<file path="src/rtl/prog_mod_counter.sv">
// rtl/prog_mod_counter.sv - up/down modulo-M counter with deferred modulus update and clamped load
module prog_mod_counter #(
  parameter int WIDTH       = 8,
  parameter int DEFAULT_MOD = 10
) (
  input  logic             clk,
  input  logic             rst_n,
  input  logic             en,
  input  logic             dir,
  input  logic             clr,
  input  logic             load,
  input  logic [WIDTH-1:0] load_val,
  input  logic             mod_wr,
  input  logic [WIDTH-1:0] mod_val,
  output logic [WIDTH-1:0] count,
  output logic             tc,
  output logic             wrap,
  output logic [WIDTH-1:0] mod_active,
  output logic             mod_pending,
  output logic             load_err
);

  localparam logic [WIDTH-1:0] ONE       = WIDTH'(1);
  localparam logic [WIDTH-1:0] RESET_MOD = WIDTH'(DEFAULT_MOD);

  logic [WIDTH-1:0] count_q, count_d;
  logic [WIDTH-1:0] mod_q, mod_d;
  logic [WIDTH-1:0] pend_val_q, pend_val_d;
  logic             pend_q, pend_d;
  logic             wrap_q, wrap_d;
  logic             load_err_q, load_err_d;

  logic [WIDTH-1:0] mod_new;
  logic             at_top, at_zero;
  logic             apply;

  // Modulus that takes effect on an applying edge (wrap, clr or load).
  assign mod_new = pend_q ? pend_val_q : mod_q;
  assign at_top  = (count_q == (mod_q - ONE));
  assign at_zero = (count_q == '0);

  assign tc          = en & ((dir & at_top) | (~dir & at_zero));
  assign count       = count_q;
  assign wrap        = wrap_q;
  assign mod_active  = mod_q;
  assign mod_pending = pend_q;
  assign load_err    = load_err_q;

  always_comb begin
    count_d    = count_q;
    mod_d      = mod_q;
    pend_val_d = pend_val_q;
    pend_d     = pend_q;
    wrap_d     = 1'b0;
    load_err_d = 1'b0;
    apply      = 1'b0;

    if (clr) begin
      count_d = '0;
      apply   = 1'b1;
    end else if (load) begin
      apply = 1'b1;
      if (load_val < mod_new) begin
        count_d = load_val;
      end else begin
        count_d    = mod_new - ONE;
        load_err_d = 1'b1;
      end
    end else if (en) begin
      if (dir) begin
        if (at_top) begin
          count_d = '0;
          wrap_d  = 1'b1;
          apply   = 1'b1;
        end else begin
          count_d = count_q + ONE;
        end
      end else begin
        if (at_zero) begin
          // A down-wrap lands on the top of the modulus being applied.
          count_d = mod_new - ONE;
          wrap_d  = 1'b1;
          apply   = 1'b1;
        end else begin
          count_d = count_q - ONE;
        end
      end
    end

    if (apply) begin
      mod_d  = mod_new;
      pend_d = 1'b0;
    end

    // A write on the applying edge becomes the next pending value.
    if (mod_wr && (mod_val != '0)) begin
      pend_val_d = mod_val;
      pend_d     = 1'b1;
    end
  end

  always_ff @(posedge clk or negedge rst_n) begin
    if (!rst_n) begin
      count_q    <= '0;
      mod_q      <= RESET_MOD;
      pend_val_q <= '0;
      pend_q     <= 1'b0;
      wrap_q     <= 1'b0;
      load_err_q <= 1'b0;
    end else begin
      count_q    <= count_d;
      mod_q      <= mod_d;
      pend_val_q <= pend_val_d;
      pend_q     <= pend_d;
      wrap_q     <= wrap_d;
      load_err_q <= load_err_d;
    end
  end

endmodule

</file>
<file path="config.mk">
export PLATFORM = sky130hd
export DESIGN_NAME = prog_mod_counter
export DESIGN_NICKNAME = d
export VERILOG_FILES = /design/src/rtl/prog_mod_counter.sv
export SDC_FILE = /design/constraint.sdc
export NUM_CORES = 1
export LEC_CHECK = 0
export ABC_AREA = 1
export CAP_MARGIN = 20
export CORE_MARGIN = 2
export CORE_UTILIZATION = 45
export CTS_CLUSTER_SIZE = 10
export DETAILED_ROUTE_END_ITERATION = 16
export PLACE_DENSITY_LB_ADDON = 0.15
export SLEW_MARGIN = 20
export SYNTH_ARGS = -nofsm -noshare
export SYNTH_HDL_FRONTEND = slang
export SYNTH_SLANG_ARGS = --single-unit
</file>
<file path="constraint.sdc">
create_clock -name clk -period 2.05 [get_ports clk]
set_input_delay 0.3075 -clock clk [delete_from_list [all_inputs] [get_ports clk]]
set_output_delay 0.3075 -clock clk [all_outputs]
set_load 0.02 [all_outputs]
</file>
Word-level counts from Yosys, hierarchy flattened
Index checks and enable logic that the tools add are counted.

cells by class
  multiplexer cells = 21
  divide/modulo/power cells = 0
  reductions and logical operators = 5
  shift-type cells = 0
  $lt $le $gt $ge = 1
  bitwise logic cells = 5
  add/subtract/negate cells = 4
  eq/ne operators = 1
  $mul = 0

operators with widths
  kind                                                                 number
  8-bit 2-to-1 mux                                                     8
  8-bit by 1-bit subtractor with 8-bit output (second input constant)  3
  1-bit 2-to-1 mux                                                     13
  8-bit by 1-bit adder with 8-bit output (second input constant)       1
  8-bit equality test                                                  1
  8-bit zero test                                                      1
  8-bit less-than comparator                                           1
  8-bit nonzero test                                                   1
  1-bit AND                                                            3
  3-bit nonzero test                                                   1
  2-bit nonzero test                                                   1
  1-bit logical AND                                                    1
  1-bit inverter                                                       1
  1-bit bitwise OR                                                     1

word-level totals
  flip-flop bits (word level) = 27
  memory bits (read-only) = 0
  memories kept = 0
  bits in writable memories = 0
  output and inout port bits = 20
  logic and storage cells = 43
  bits in latches = 0
  input port bits = 23

Longest topological paths before layout
  word-level depth = 9
  mapped depth = 17
  depth with buffers taken out = 17

Worst setup path after synthesis
OpenSTA, ideal clock, no wires.

  path kind = register to register
  start point = register pend_q (netlist: mod_pending)
  end point = register count_q[3] (netlist: count[3])
  setup time = 118 ps
  data required time = 1,932 ps
  path buffers = 2
  arrival time = 2,245 ps
  clock period less this slack = 2,364 ps
  stages on the path, launching flop included = 13
  setup slack = -314 ps
  path through = dfrtp_1 -> buf_4 -> buf_6 -> o21ai_2 -> ha_1 -> a21oi_1 -> nor2_1 -> a211oi_2 -> nand2_2 -> nand2_1 -> nand3_1 -> nand3_1 -> nand2_1

on the way
  longest elaborated chain between the ends = 7
  elaborated cells between the ends (all ways) = 9
  classes of those cells = add/sub: 1; order compare: 1; mux: 7

ends and longest elaborated chain
  element                                      RTL line  text
  from (decl)                                  29        logic pend_q, pend_d;
  from (signal assigned)                       114       pend_q <= pend_d;
  8-bit 2-to-1 mux *                           38        assign mod_new = pend_q ? pend_val_q : mod_q;
  8-bit by 1-bit subtractor with 8-bit output  66, 81
  8-bit 2-to-1 mux                             79        if (at_zero) begin
  8-bit 2-to-1 mux                             70        if (dir) begin
  8-bit 2-to-1 mux                             69        end else if (en) begin
  8-bit 2-to-1 mux *                           61        end else if (load) begin
  8-bit 2-to-1 mux *                           58        if (clr) begin
  to (signal assigned)                         111       count_q <= count_d;
  to (decl)                                    26        logic [WIDTH-1:0] count_q, count_d;

Every way passes the cells marked *; elsewhere a longest branch is shown, timed or not. The select of a mux whose other input is x is not followed.
A chain may end at the register's enable or synchronous reset.

Worst setup path in the final report
  start point = register mod_q[1] (netlist: mod_active[1])
  end point = output tc

on the way
  longest elaborated chain between the ends = 5

ends and longest elaborated chain
  element                                      RTL line  text
  from (decl)                                  27        logic [WIDTH-1:0] mod_q, mod_d;
  from (signal assigned)                       112       mod_q <= mod_d;
  8-bit by 1-bit subtractor with 8-bit output  39        assign at_top = (count_q == (mod_q - ONE));
  8-bit equality test                          39
  1-bit AND                                    42        assign tc = en & ((dir & at_top) | (~dir & at_zero));
  1-bit bitwise OR                             42
  1-bit AND                                    42
  to (decl)                                    16        output logic tc,

No other way between the ends.

==> impl_results.md <==
* Status: finished, violations left
* Failing checks: setup timing
* Worst VDD drop at 0.000369 V
* CP endpoint kind: output pin
* First-pass DRT Iterations at 8
* CTS sink count at 27
* Sw power at 1.29 mW
* Mux share of post-synthesis cell area at 0%
* Mapped Nets at 440
* Synth Area in XOR/XNOR at 6.17%
* Hold Path Class: in -> async
* Reg clk slew, reported paths at 0.11 ns
* Final hold vios at 0
* 1st-iter DRT viols at 205
* Syn Area/Cell at 6.31 µm²
* Fraction of layout cells with a size suffix above 1 at 33.9%
* H-tree levels at 1
* Area grow syn2layout at 61.9%
* Final Max Slew Viols at 0
* Inserted Clock Buffers at 3
* GRT Total Usage at 25.6%
* Combinational share of power at 63.8%
* Lkg Pwr at 2.12 nW
* Yosys reg bits at 27
* Vias in the first global route at 2,757
* WL final at 8860 µm
* Buffer type at the clock tree root: clkbuf_8
* Flop pwr share at 24.0%
* Initial Util at 46.4%
* Internal power at 1.58 mW
* Vias at 3,107
* Number of inserted diodes at 0
* Final Wtd Congestion at 0.938
* Initial antenna violation count at 0
* Clk pwr share at 12.2%
* # hold bufs at CTS at 0
* Post-Synthesis Cell Area at 0.00255 mm²
* Synth Warn # at 0
* Compound-gate portion of the synthesized area at 7.30%
* CTS tree: built
* Final #Nets at 552
* Die area at 0.00629 mm²
* # IOs at 43
* Largest net degree at the start of global routing at 28
* Layout Utilization at 75.1%
* Switching part of the total at 45.0%
* CP required at 1.74 ns
* Worst Setup Start Kind: flop
* Pwr dens at 693 mW/mm²
* Final worst slack at -0.266 ns
* Die Width at 79.3 µm
* # fillers at 428
* # port buffers at 42
* Remaining DRCs at 0
* Core area at 0.00551 mm²
* Max Cap Viol at 0
* Slew HR at 73.9%
* RSZ-0062 raised after global routing: yes
* Synth Instances at 405
* Worst-Margin Slew at 0.387 ns
* Post-synthesis simple-gate area fraction at 42.1%
* Antenna-violating nets left at 0
* Worst-Skew Late Latency at 0.29 ns
* Sequential area share after synthesis at 26.6%
* Period utilization at 113%
* Worst Skew at 0.00892 ns
* Number of vias per cell at 5.28
* Max Clock Freq at 432 MHz
* Chip height at 79.3 µm
* Main combinational cell family by area after synthesis: simple AND/OR/NAND/NOR gates
* Synth Area in Adders at 5.88%
* Critical Path Fanout Max at 2
* Max Buffers Root-to-Sink at 2
* HPWL after DPL at 6090 µm
* Num rows at 27
* Final Setup Violations at 16
* WL/cell at 15.1 µm
* Design Power at 2.86 mW
* Critical path type: reg -> out
* Tmin final at 2.32 ns
* First-pass GRT wire length at 12,600 µm
* WP data arrival at 2.01 ns
* Netlist cell types at 31
* GRT overflow at 0
[placed cells by master (no fill, tap or decap), types with 9 or more instances in the layout]
cell type,count
nand2_4,9
buf_6,15
o21ai_0,12
inv_1,52
nand2_1,106
nand3_2,22
dfrtp_1,23
nand3_1,34
clkdlybuf4s50_1,41
nand2_2,10
nor2_1,27
buf_4,62
xor2_1,12
[per-layer routing]
layer  GRT usage, %  vias to the layer above  routed length, µm
met4           5.86                        0                276
met2           46.2                      142               4410
met1           33.3                     1435               3670
li1               -                     1502                  -
met5              0                        -                  0
met3           1.82                       28                504
[logic make-up (layout without fill, tap and decap cells)]
group	count (synthesis)	count (layout)
AO/OA/AOI/OAI	32	32
XOR/XNOR	18	18
adder cells (fa/ha/maj)	12	12
buffers and inverters	74	184
flip-flops	27	27
AND/OR/NAND/NOR	242	243
[final timing paths]
| path | depth (start not counted) | slack [ns] | from | endpoint |
|---|---|---|---|---|
| worst max-delay path | 10 | -0.27 | mod_active[1] | tc |
| worst min-delay path | 2 | 0.39 | rst_n | pend_val_q[7] |
| worst max register to register | 13 | -0.10 | mod_pending | count[6] |
| worst min register to register | 2 | 0.50 | pend_val_q[4] | pend_val_q[4] |
| max in group asynchronous | 2 | 1.34 | rst_n | mod_active[1] |
| min in group clk | 2 | 0.50 | pend_val_q[4] | pend_val_q[4] |
[power by group through the flow]
stage | Combinational (mW) | Clock (mW) | Sequential, mW
final | 1.83 | 0.351 | 0.688
after global routing | 1.97 | 0.366 | 0.697
after global placement | 1.44 | 0 | 0.694
after CTS | 1.60 | 0.348 | 0.684
after floorplan | 0.798 | 0 | 0.746
after detailed placement | 1.46 | 0 | 0.696
[state kept, by name, summed over array words and instances (netlist names)]
register,count
pend_val_q,8
load_err,1
count,8
wrap,1
mod_active,8
mod_pending,1
[stage by stage]
step	worst slack, ns	hold WS [ns]	area, µm²	TNS [ns]	instances
6_report	-0.266	0.389	4140	-1.14	588
5_1_grt	-0.384	0.442	4140	-3.18	588
4_1_cts	-0.348	0.400	3840	-0.847	582
3_5_place_dp	-0.490	0.474	3540	-1.97	571
3_3_place_gp	-0.476	0.467	3540	-1.92	571
2_1_floorplan	-0.152	0.0119	2630	-1.31	405
[critical path, stage by stage, from the launching register on]
cell and delay [ns]:
dfstp_2 0.55, inv_2 0.05, ha_4 0.26, xor2_2 0.14, o21ai_2 0.08, nor3_2 0.22
nand3b_4 0.11, nand2_4 0.07, nand3_4 0.08, clkinv_4 0.05, buf_6 0.10
[cell usage after synthesis (all sizes together)]
library cell / number / area, µm²
a211oi: 1 / 12.5
nor2: 42 / 173
nand2: 126 / 485
nor3: 4 / 30.0
nand4: 6 / 37.5
a22oi: 1 / 7.51
inv: 61 / 229
clkbuf: 2 / 7.51
o211ai: 2 / 15.0
nand3: 59 / 300
a21oi: 6 / 30.0
xor2: 15 / 131
ha: 12 / 150
buf: 10 / 65.1
clkinv: 1 / 3.75
nand3b: 5 / 50.1
xnor2: 3 / 26.3
dfstp: 2 / 52.6
o21ai: 22 / 121
dfrtp: 25 / 626
[timing repair]
action | CTS | global route
buffers inserted | 6 | 8
cloned | 1 | 0
endpoints found under the setup margin | 19 | 20
pin swaps | 27 | 38
gates resized for setup | 56 | 56
[final cells by class]
cell class / instances / area (µm²) / share of cell area [%]
Sequential cell: 27 / 681 / 16.5
Multi-Input combinational cell: 305 / 2030 / 49.1
Tap cell: 72 / 90.1 / 2.18
Timing Repair Buffer: 118 / 1040 / 25.3
Inverter: 62 / 238 / 5.75
Clock buffer: 3 / 41.3 / 0.998
Clock inverter: 1 / 8.76 / 0.212
Power figures use the tool's default switching activity.
